==> src/rtl/timepulse_generator_pkg.sv <==
// Shared timing types for the time-pulse generator: run states, counter limits
// and the registered output bundle with its decode from SP/TP state.
package timepulse_generator_pkg;

    localparam int NUM_TP = 12;
    localparam int NUM_SP = 4;

    typedef enum logic [1:0] {
        RUN  = 2'd0,
        HALT = 2'd1,
        STEP = 2'd2
    } tp_state_e;

    typedef struct packed {
        logic [NUM_TP-1:0] t_n;
        logic              rt_n;
        logic              wt_n;
        logic              ct_n;
        logic              tt_n;
        logic              mstopped;
        logic              mcyc_end;
    } tp_out_t;

    // Outputs for a given state; evaluated on next-state so they land registered.
    function automatic tp_out_t decode(tp_state_e st, logic [3:0] tp, logic [1:0] sp);
        tp_out_t o;
        o          = '1;
        o.mstopped = 1'b0;
        o.mcyc_end = 1'b0;
        if (st == HALT) begin
            o.mstopped = 1'b1;
        end else begin
            o.t_n      = ~(12'b1 << (tp - 4'd1));
            o.rt_n     = (sp != 2'd0);
            o.wt_n     = (sp != 2'd1);
            o.ct_n     = (sp != 2'd2);
            o.tt_n     = (sp != 2'd3);
            o.mcyc_end = (tp == 4'd12) && (sp == 2'd3);
        end
        return o;
    endfunction

endpackage

==> src/rtl/timepulse_generator_edge_rise.sv <==
// Rising-edge detector: one-cycle pulse when level goes 0 -> 1.
module edge_rise (
    input  logic clk_i,
    input  logic rst_i,
    input  logic level_i,
    output logic pulse_o
);

    logic prev_q;

    always_ff @(posedge clk_i) begin
        if (rst_i) prev_q <= 1'b0;
        else       prev_q <= level_i;
    end

    assign pulse_o = level_i & ~prev_q;

endmodule

==> src/rtl/timepulse_generator.sv <==
// Memory-cycle time-pulse generator: 12 time pulses x 4 subphases, with halt,
// single-step and restart (GOJAM) control. All outputs are registered.
module timepulse_generator
    import timepulse_generator_pkg::*;
(
    input  logic        SIM_CLK,
    input  logic        SIM_RST,
    input  logic        STOP,
    input  logic        MSTP,
    input  logic        GOJAM,
    output logic [11:0] T_n,
    output logic        RT_n,
    output logic        WT_n,
    output logic        CT_n,
    output logic        TT_n,
    output logic        T10_n,
    output logic        MSTOPPED,
    output logic        MCYC_END
);

    tp_state_e state_q, state_d;
    logic [3:0] tp_q, tp_d;
    logic [1:0] sp_q, sp_d;
    tp_out_t    out_q;
    logic       mstp_rise;

    edge_rise u_mstp_edge (
        .clk_i   (SIM_CLK),
        .rst_i   (SIM_RST),
        .level_i (MSTP),
        .pulse_o (mstp_rise)
    );

    always_comb begin
        state_d = state_q;
        tp_d    = tp_q;
        sp_d    = sp_q;
        case (state_q)
            RUN, STEP: begin
                sp_d = sp_q + 2'd1;
                if (sp_q == 2'(NUM_SP - 1)) begin
                    if (tp_q == 4'(NUM_TP)) begin
                        tp_d    = 4'd1;
                        state_d = STOP ? HALT : RUN;
                    end else begin
                        tp_d = tp_q + 4'd1;
                    end
                end
            end
            HALT: begin
                sp_d = 2'd0;
                tp_d = 4'd1;
                if (!STOP)          state_d = RUN;
                else if (mstp_rise) state_d = STEP;
            end
            default: begin
                state_d = RUN;
                tp_d    = 4'd1;
                sp_d    = 2'd0;
            end
        endcase
        // Restart wins over halt and step requests in the same cycle.
        if (GOJAM) begin
            state_d = RUN;
            tp_d    = 4'd1;
            sp_d    = 2'd0;
        end
    end

    always_ff @(posedge SIM_CLK) begin
        if (SIM_RST) begin
            state_q <= RUN;
            tp_q    <= 4'd1;
            sp_q    <= 2'd0;
            out_q   <= decode(RUN, 4'd1, 2'd0);
        end else begin
            state_q <= state_d;
            tp_q    <= tp_d;
            sp_q    <= sp_d;
            out_q   <= decode(state_d, tp_d, sp_d);
        end
    end

    assign T_n      = out_q.t_n;
    assign RT_n     = out_q.rt_n;
    assign WT_n     = out_q.wt_n;
    assign CT_n     = out_q.ct_n;
    assign TT_n     = out_q.tt_n;
    assign T10_n    = out_q.t_n[9];
    assign MSTOPPED = out_q.mstopped;
    assign MCYC_END = out_q.mcyc_end;

endmodule

==> config.mk <==
export PLATFORM = sky130hd
export DESIGN_NAME = timepulse_generator
export DESIGN_NICKNAME = d
export VERILOG_FILES = /design/src/rtl/timepulse_generator_pkg.sv /design/src/rtl/timepulse_generator_edge_rise.sv /design/src/rtl/timepulse_generator.sv
export SDC_FILE = /design/constraint.sdc
export NUM_CORES = 1
export LEC_CHECK = 0
export CAP_MARGIN = 30
export CORE_UTILIZATION = 45
export CTS_CLUSTER_DIAMETER = 200
export DETAILED_ROUTE_END_ITERATION = 8
export PLACE_DENSITY = 0.73
export SYNTH_ARGS = -nofsm -noshare
export SYNTH_HDL_FRONTEND = slang
export SYNTH_HIERARCHICAL = 1
export SYNTH_SLANG_ARGS = --single-unit
==> constraint.sdc <==
create_clock -name SIM_CLK -period 3.7 [get_ports SIM_CLK]
set_clock_uncertainty 0.1 [all_clocks]
set_input_delay 0.37 -clock SIM_CLK [delete_from_list [all_inputs] [get_ports SIM_CLK]]
set_output_delay 0.37 -clock SIM_CLK [all_outputs]
set_load 0.005 [all_outputs]
==> implementation parameters <==
Parameter                              Value

Detailed routing
  Via/cell ratio ... 5.211
  Routed wirelength normalized by instance count ... 12.16 um
  Initial detailed-routing violation count ... 27
  Post-Route WL ... 1849 um
  Post-route antenna net violation count ... 0
  Drt drc ... 0
  DRT Pass-1 Iters ... 4
  Total vias in the final route ... 792

Placement
  Total half-perimeter wirelength after legalization and detailed placement ... 1374 um
  Count of buffers inserted at the top-level ports ... 23
  Post-DP Area ... 0.001319 sq mm
  Weighted congestion reported at the end of routability-driven placement ... 0.8000

Setup path
  Arrival time at the worst endpoint ... 2.08 ns
  Reg-to-reg startpoint ... sp_q[0]$_SDFF_PP0_
  Critical path class ... flop to flop
  Start point of the critical path ... sp_q[0]$_SDFF_PP0_
  Startpoint Class ... flop
  Max Fanout on Critical Path ... 7
  Worst EP required ... 3.80 ns
  Crit end category ... flop

CTS
  TritonCTS clock tree ... done
  Root cell of the clock tree ... sky130_fd_sc_hd__clkbuf_4
  H-tree Lvls ... 1
  Inserted Clock Buffers ... 3
  Clock-pin slew reported for the worst setup and hold paths after clock tree synthesis ... 0.13 ns
  CTS hold repair buffers ... 0
  Number of buffers on the longest clock path ... 2
  Worst-Skew Late Latency ... 0.32 ns
  Clock sink count ... 27
  Number of instances resized during post-cts repair ... 0
  Post-CTS Setup Inserts ... 0

Synthesis
  Multiplexer fraction of the synthesized cell area ... 0.009335
  Fraction of registers with async set/reset ... 0
  Biggest area contributors in the synthesized netlist ... sky130_fd_sc_hd__dfxtp_1 (50%), sky130_fd_sc_hd__ha_1 (3.5%), sky130_fd_sc_hd__nand3_1 (3.3%)
  Total number of yosys warnings ... 6
  Sequential element share of the synthesized area ... 0.5041
  Unique masters post-synth ... 38
  Flip-flop and latch count after synthesis ... 27
  Top-count cell post-synth ... sky130_fd_sc_hd__dfxtp_1
  Top cell types by occurrence after synthesis ... sky130_fd_sc_hd__dfxtp_1 (27), sky130_fd_sc_hd__nand3_1 (7), sky130_fd_sc_hd__nor2_1 (7), sky130_fd_sc_hd__inv_1 (5), sky130_fd_sc_hd__nand2_1 (5)
  Most frequently used flop master after synthesis ... sky130_fd_sc_hd__dfxtp_1
  Compound-gate portion of the synthesized area ... 0.07235
  Top cell type by total area after synthesis ... sky130_fd_sc_hd__dfxtp_1
  Mean cell area of the mapped netlist ... 10.72 sq um
  Simple logic cell fraction of the synthesized area ... 0.3046
  Number of nets produced by synthesis ... 108
  Fraction of synthesized cell area in xor and xnor cells ... 0.03967
  Post-synth EDFFs ... 0
  Largest family of logic cells by synthesized area ... simple AND/OR/NAND/NOR gates
  Count of mapped cells out of synthesis ... 100
  Area of the mapped netlist ... 0.001072 sq mm
  Synthesized-area fraction occupied by adder cells ... 0.03501
  Top-area cell type share of the netlist area ... 0.5041

GRT
  Global router's overall resource usage ... 0.1669
  Initial antenna violation count ... 0
  Maximum number of pins on one net before global-route repair ... 15
  Global-route wire length before repair ... 3132 um
  Overflow left after global routing ... 0
  Via count of the first global-routing pass ... 729

Cells and area
  Number of fill cells ... 202
  Core utilization of the finished layout ... 0.6022
  Share of post-route cells with drive strength above 1 ... 0.1290
  Layout Nets ... 133
  Finished layout cell area ... 0.001345 sq mm
  Register Area ... 540.5 sq um
  Total area of multi-input combinational cells ... 494.2 sq um
  Synthesis-to-layout area growth ... 25.44%
  Antenna fix cells ... 0

Die
  Core Footprint ... 0.002233 sq mm
  Die Width ... 50.82 um
  Initial standard-cell utilization of the core ... 0.4801
  Floorplan die height ... 50.82 um
  Floorplan row count ... 17
  Count of pins on the block boundary ... 24
  Total Die Area ... 0.002582 sq mm

Outcome
  Run status ... complete, no violations

Timing
  Final critical-path required period ... 1.986 ns
  Sum of negative setup slack ... 0 ns
  Final-report hold violation count ... 0
  Fmax ... 503.4 MHz
  Part of the cycle the worst path needs ... 0.5369
  Max-Slew Margin vs Limit ... 0.5980
  Setup repair after global routing missed its margin ... false
  Worst Max-Slew Pin Slew ... 0.6010 ns
  Number of slew-limit violations in the final report ... 0
  Final setup violation count ... 0

Worst hold path
  Worst Hold Class ... flop to flop
  Startpoint of the tightest hold check path ... sp_q[0]$_SDFF_PP0_

Flow run
  Max_cap viols ... 0

Pwr
  Reported leakage power ... 0.5084 nW
  Max rail drop VDD ... 0.2758 mV
  Power density over the cells ... 332.1 mW/mm^2
flip-flops by register name (all words and copies together), names as in the netlist:
register / cells
CT_n: 1
MCYC_END: 1
MSTOPPED: 1
RT_n: 1
TT_n: 1
T_n: 12
WT_n: 1
sp_q: 2
state_q: 2
tp_q: 4
u_mstp_edge/prev_q: 1
final timing paths:
kind                                           to  depth (start not counted)  slack, ns
worst max-delay path            T_n[4]$_SDFF_PP1_                          5       1.71
worst min-delay path              CT_n$_SDFF_PP1_                          1       0.41
worst max register to register  T_n[4]$_SDFF_PP1_                          5       1.71
worst min register to register    CT_n$_SDFF_PP1_                          1       0.41
layout make-up:
type / instances / area share
Multi-Input combinational cell: 65 / 0.3674
Timing Repair Buffer: 23 / 0.1712
Tap cell: 28 / 0.02605
Clock buffer: 4 / 0.01953
Sequential cell: 27 / 0.4019
Inverter: 5 / 0.01395
stage by stage:
stage / setup slack (ns) / instances / power [mW] / hold slack, ns
after global routing: 1.585 / 152 / 0.4733 / 0.4457
after global placement: 1.733 / 148 / 0.3322 / 0.3730
after CTS: 1.729 / 152 / 0.4526 / 0.4099
after floorplan: 2.055 / 100 / 0.3200 / 0.3343
after detailed placement: 1.664 / 148 / 0.3332 / 0.3795
final: 1.714 / 152 / 0.4467 / 0.4117
layout by cell type, fill, tap and decap left out, drive strengths merged, types with 2 or more instances in the layout:
cell type,n
nand2,6
clkdlybuf4s50,23
clkbuf,4
nand3,7
xnor2,2
nor3,5
xor2,2
ha,3
nand2b,4
nor4,2
inv,5
nor2,8
dfxtp,27
nor3b,2
nor2b,3
a31o,2
nand4,5
critical path: stages, from the launching register on:
cell and delay, ns:
sky130_fd_sc_hd__dfxtp_1 0.45, sky130_fd_sc_hd__ha_1 0.37, sky130_fd_sc_hd__nand4_1 0.20, sky130_fd_sc_hd__xnor2_2 0.31, sky130_fd_sc_hd__nor3b_4 0.31, sky130_fd_sc_hd__nand4_1 0.13
routing by layer:
metal	share of wire	wire (um)	track usage
met2	0.50	919	0.2911
met1	0.43	796	0.1880
met3	0.059	109	0.03869
met4	0.012	23	0.08796
met5	0	0	0
logic make-up (layout without fill, tap and decap cells):
logic type | Yosys count | after routing
AOI/OAI and AO/OA | 9 | 9
and+or+nand+nor | 48 | 48
xor gates and xnor gates | 4 | 4
adders and majority gates | 3 | 3
buffers and inverters | 8 | 32
DFF | 27 | 27
muxes | 1 | 1
power breakdown:
group / switching [mW] / total [mW] / internal (mW)
Combinational: 0.0150 / 0.0304 / 0.0154
Sequential: 0.00211 / 0.296 / 0.294
Clock: 0.0777 / 0.120 / 0.0421
Total: 0.0948 / 0.447 / 0.352
No activity file was read; power rests on OpenSTA's default activity.
==> edit 1, RTL diff (config.mk and constraints unchanged) <==
Make the reset (`SIM_RST` and `rst_i`) asynchronous in 2 clocked blocks.
--- a/src/rtl/timepulse_generator_edge_rise.sv
+++ b/src/rtl/timepulse_generator_edge_rise.sv
@@ -8,7 +8,7 @@
 
     logic prev_q;
 
-    always_ff @(posedge clk_i) begin
+    always_ff @(posedge clk_i or posedge rst_i) begin
         if (rst_i) prev_q <= 1'b0;
         else       prev_q <= level_i;
     end
--- a/src/rtl/timepulse_generator.sv
+++ b/src/rtl/timepulse_generator.sv
@@ -67,7 +67,7 @@
         end
     end
 
-    always_ff @(posedge SIM_CLK) begin
+    always_ff @(posedge SIM_CLK or posedge SIM_RST) begin
         if (SIM_RST) begin
             state_q <= RUN;
             tp_q    <= 4'd1;
Check against the original RTL: differs if SIM_RST is asserted again (counterexample within 4 cycles, from zero or initial values and one cycle with SIM_RST high); with SIM_RST held inactive, the same outputs for 10 cycles.
==> edit 1 against the unedited design <==
- area after synthesis grew 14%
- die area grew 13%
- routed wire length grew 16%
- worst hold slack lost 330 ps
- setup slack lost 45 ps
- power grew 10%
- non-clock buffer count is the same
- sequential cell count is the same
- global-route usage grew 1.9 points
- cell area grew 10%
- critical endpoint is now MCYC_END
- largest power group unchanged
==> edit 1: results (changes against the unedited design) <==
INFO  metric detailed_place_hpwl = 1640 µm (+19%)
INFO  metric clkLatencyLatePin = between 300 and 400 ps
INFO  metric worst_r2r_endpoint = MCYC_END
INFO  metric synthArstFlopShare = 100% (+100 points)
INFO  metric worst_reg2reg_path_depth = 5 (unchanged)
INFO  metric minimum_setup_slack_after_placement = 1700 ps (+35.7 ps)
INFO  metric ys.flop_type = dfstp_2
INFO  metric grtUsageTotal = 18.6% (+1.9 points)
INFO  metric largest_register_ff_count = 12 (unchanged)
INFO  metric fin_setup_tns = 0 ps (unchanged)
INFO  metric drtPass1Iterations = 4 (unchanged)
INFO  metric yosys-top-cells-count = 15 x dfstp_2, 12 x dfrtp_1, 9 x nand2_1
INFO  metric min-delay-path-class = primary input to asynchronous set/reset pin
INFO  metric synth.avg_cell_area = 11.5 µm² (+7.3%)
INFO  metric syn-num-nets = 114 (+5.6%)
INFO  metric ctsRootBufferMaster = clkbuf_4
INFO  metric final_nets = 138 (+3.8%)
INFO  metric worst-endpoint-arrival = 2170 ps (+90 ps)
INFO  metric first_global_vias = 843 (+16%)
INFO  metric result_of_the_run = completed
INFO  metric cts-buffers-inserted = 3 (unchanged)
INFO  metric via_per_inst = 5.42 (+3.9%)
INFO  metric cts_resized = 0 (unchanged)
INFO  metric port_buffers = 23 (unchanged)
INFO  metric peakVddDrop = 0.315 mV (+14%)
INFO  metric ctsHtreeMaxLevel = 1 (unchanged)
INFO  metric initial_antenna_violation_count = 0 (unchanged)
INFO  metric num_antenna_cells = 0 (unchanged)
INFO  metric rd_place_congestion = 0.778 (-2.7%)
INFO  metric synth-seq-area-share = 56.9% (+6.5 points)
INFO  metric synth.lib_cells_used.distinct = 36 (-5.3%)
INFO  metric min_period_over_period = 54.9% (+1.2 points)
INFO  metric drt_first_iter_violations = 10 (-63%)
INFO  metric max-clock-path-buffers = 2 (unchanged)
INFO  metric synth_top_cells_by_area = dfstp_2 32%, dfrtp_1 25%, nand3_1 3.3%
INFO  metric wire_length_of_the_first_global_routing_pass = 3640 µm (+16%)
INFO  metric synth.yosys.warnings = 6 (unchanged)
INFO  metric worstPathMaxFanout = 7 (unchanged)
INFO  metric nFillCells = 233 (+15%)
INFO  metric post-cts-setup-buffers = 0 (unchanged)
INFO  metric clock_pin_slew_of_the_registers_on_the_worst_case_setup_and_hold_paths = 130 ps (about the same)
INFO  metric worst_setup_path_startpoint = tp_q[0]
INFO  metric timing.slew.headroom = 38.0% (-22 points)
INFO  metric cellLeakagePower = 0.000622 µW (+22%)
INFO  metric post_drt_wl_per_cell = 13.5 µm (+11%)
INFO  metric layout_cells_sized_above_1 = 21.7% (+8.8 points)
INFO  metric critical_path_class = flop to flop
INFO  metric pin_count_of_the_biggest_net_entering_global_routing = 27 (+12)
INFO  metric layoutNonFillerInstCount = 159 (+4.6%)
edit 1: area by class of cell:
cell class              count  share of cell area [%]
multi-input cells          67                    31.3
inverters                   8                    2.03
repair buffers             23                    15.5
well taps                  30                    2.53
clock buffers               4                    1.77
flip-flops and latches     27                    46.8
edit 1: routing by layer:
metal | global-route usage [%] | up-vias | wire, µm
met5 | 0 | - | 0
li1 | - | 408 | -
met4 | 12.0 | 0 | 61
met3 | 6.21 | 7 | 105
met1 | 20.7 | 418 | 871
met2 | 30.2 | 28 | 1110
edit 1: where the power goes:
group | switching (µW) | total, µW | internal, µW
Sequential | 5.55 | 314 | 308
Combinational | 30.1 | 58.2 | 28.1
Clock | 78.9 | 121 | 42.3
Total | 115 | 493 | 379
edit 1: metrics by stage:
stage          total power [µW]  area, µm²  hold slack, ps
2_1_floorplan               352       1220           -1.29
3_3_place_gp                376       1460             355
3_5_place_dp                377       1460             367
4_1_cts                     498       1480            75.1
5_1_grt                     518       1480            81.1
6_report                    493       1480            77.7
edit 1: critical path, stage by stage (launching register included):
cell     delay [ps]
dfstp_2         620
inv_1            90
ha_1            300
mux2_4          270
nor4_2          330
nor3b_1         240
edit 1: cells by family (layout without fill, tap and decap cells):
family / count (synthesis) / count (layout) / synth area share [%]
and+or+nand+nor: 49 / 49 / 24.5
DFF: 27 / 27 / 56.9
buffers and inverters: 12 / 35 / 5.02
AOI/OAI and AO/OA: 9 / 9 / 5.64
xor gates and xnor gates: 5 / 5 / 3.59
adders and majority gates: 3 / 3 / 3.08
muxes: 1 / 1 / 1.23
edit 1: how the worst min path moves through the flow:
stage / startpoint / end / slack (ps)
floorplan: SIM_RST / u_mstp_edge/prev_q / -1
global route: SIM_RST / u_mstp_edge/prev_q / 80
CTS: SIM_RST / u_mstp_edge/prev_q / 80
global placement: sp_q[0] / CT_n / 350
detailed placement: sp_q[0] / CT_n / 370
finish: SIM_RST / u_mstp_edge/prev_q / 80
==> edit 2, RTL diff (same settings) <==
Made on the original files. Put a register stage on the outputs `T_n`, `RT_n`, `WT_n`, `CT_n`, `TT_n`, `T10_n`, `MSTOPPED` and `MCYC_END`, cleared by the reset. The values now appear one clock later.
--- a/src/rtl/timepulse_generator.sv
+++ b/src/rtl/timepulse_generator.sv
@@ -81,14 +81,27 @@
         end
     end
 
-    assign T_n      = out_q.t_n;
-    assign RT_n     = out_q.rt_n;
-    assign WT_n     = out_q.wt_n;
-    assign CT_n     = out_q.ct_n;
-    assign TT_n     = out_q.tt_n;
-    assign T10_n    = out_q.t_n[9];
-    assign MSTOPPED = out_q.mstopped;
-    assign MCYC_END = out_q.mcyc_end;
+    always_ff @(posedge SIM_CLK) begin
+        if (SIM_RST) begin
+            T_n      <= '0;
+            RT_n     <= '0;
+            WT_n     <= '0;
+            CT_n     <= '0;
+            TT_n     <= '0;
+            T10_n    <= '0;
+            MSTOPPED <= '0;
+            MCYC_END <= '0;
+        end else begin
+            T_n      <= out_q.t_n;
+            RT_n     <= out_q.rt_n;
+            WT_n     <= out_q.wt_n;
+            CT_n     <= out_q.ct_n;
+            TT_n     <= out_q.tt_n;
+            T10_n    <= out_q.t_n[9];
+            MSTOPPED <= out_q.mstopped;
+            MCYC_END <= out_q.mcyc_end;
+        end
+    end
 
 endmodule
 
Check against the original RTL: not equivalent (Yosys sat finds a counterexample within 4 cycles, from zero or initial values and one cycle with SIM_RST high).
==> edit 2 against the unedited design <==
- critical path depth is the same
- setup slack got worse by 150 ps
- routed wire length rose by 41%
- power rose by 100%
- cell area rose by 49%
- sequential cell count rose by 18
- global-route usage decreased by 1.9 points
- clock power grew to 3.0 times the old value
- area after synthesis increased by 54%
- non-clock buffer count grew 1
- critical endpoint is now tp_q[3]
==> edit 2: results (changes against the unedited design) <==
INFO  metric result_of_the_run = completed
INFO  metric path_delay_family = compound AO/OA/AOI/OAI gates
INFO  metric first_global_vias = 1019 (+40%)
INFO  metric wire_length_of_the_first_global_routing_pass = 4480 µm (+43%)
INFO  metric layout_cells_sized_above_1 = 11.7% (-1.2 points)
INFO  metric grtUsageMet3 = 3.83% (-0.037 points)
INFO  metric synth_compound_area_share = 7.57% (+0.34 points)
INFO  metric grtUsageTotal = 14.8% (-1.9 points)
INFO  metric final_nets = 186 (+40%)
INFO  metric dp_cell_count = 217 (+47%)
INFO  metric globalRouteMet1Util = 17.7% (-1.1 points)
INFO  metric seq-cell-share = 45.1% (+4.9 points)
INFO  metric route.layer.met1.wl = 1270 µm (+59%)
INFO  metric drt_first_iter_violations = 30 (+11%)
INFO  metric worstPathMaxFanout = 14 (+7)
INFO  metric p_comb_share = 6.0% (-0.8 points)
INFO  metric cellLeakagePower = 0.000736 µW (+45%)
INFO  metric ctsHtreeMaxLevel = 2 (+1)
INFO  metric num-nonclk-buffers = 24 (+4.3%)
INFO  metric multiInputGateArea = 686 µm² (+39%)
INFO  metric inverters = 4 (-1)
INFO  metric layoutNonFillerInstCount = 225 (+48%)
INFO  metric synth_top_cells_by_area = dfxtp_1 55%, nor2b_1 7.2%, nand3_1 2.4%
INFO  metric synth.lib_cells_used.distinct = 45 (+18%)
INFO  metric sw_frac_of_total = 19.6% (-1.6 points)
INFO  metric nFillCells = 308 (+52%)
INFO  metric timing.slew.headroom = 63.8% (+4.0 points)
INFO  metric yosys-top-cells-count = 45 x dfxtp_1, 19 x nor2b_1, 8 x nand2_1, 8 x nand3_1, 8 x nor2_1
INFO  metric met2_usage = 23.4% (-5.7 points)
INFO  metric synth-seq-area-share = 54.5% (+4.1 points)
INFO  metric detail_route.wirelength = 2610 µm (+41%)
INFO  metric area_share_clock_buf_inv = 5.13% (+3.2 points)
INFO  metric nFlopsAndLatches = 45 (+67%)
INFO  metric routed_met2_length = 1170 µm (+28%)
INFO  metric synth.avg_cell_area = 10.7 µm² (-0.55%)
INFO  metric met3_wirelength = 87 µm (-20%)
INFO  metric muxShareOfSynthArea = 0.606% (-0.33 points)
INFO  metric syn-num-nets = 163 (+51%)
-- edit 2: worst register-to-register path, delay by kind of cell (launching register included) --
family	cells	cell delay [ps]
AO/OA/AOI/OAI	2	540
AND/OR/NAND/NOR	2	510
adder cells (fa/ha/maj)	1	490
flip-flops	1	410
-- edit 2: path summary, 6_finish.rpt --
kind / slack (ps) / startpoint / end / cells past startpoint
worst max-delay path: 1560 / sp_q[0] / tp_q[3] / 5
worst max register to register: 1560 / sp_q[0] / tp_q[3] / 5
worst min register to register: 350 / out_q[5] / RT_n / 1
worst min-delay path: 350 / out_q[5] / RT_n / 1
-- edit 2: per-stage QoR --
step / utilization [%] / hold slack (ps) / cell area, µm² / total power, µW
2_1_floorplan: - / 314 / 1650 / 538
3_3_place_gp: 55.5 / 321 / 1900 / 566
3_5_place_dp: 55.5 / 321 / 1900 / 567
4_1_cts: 58.5 / 351 / 2000 / 920
5_1_grt: 58.5 / 359 / 2000 / 956
6_report: 58.5 / 346 / 2000 / 916
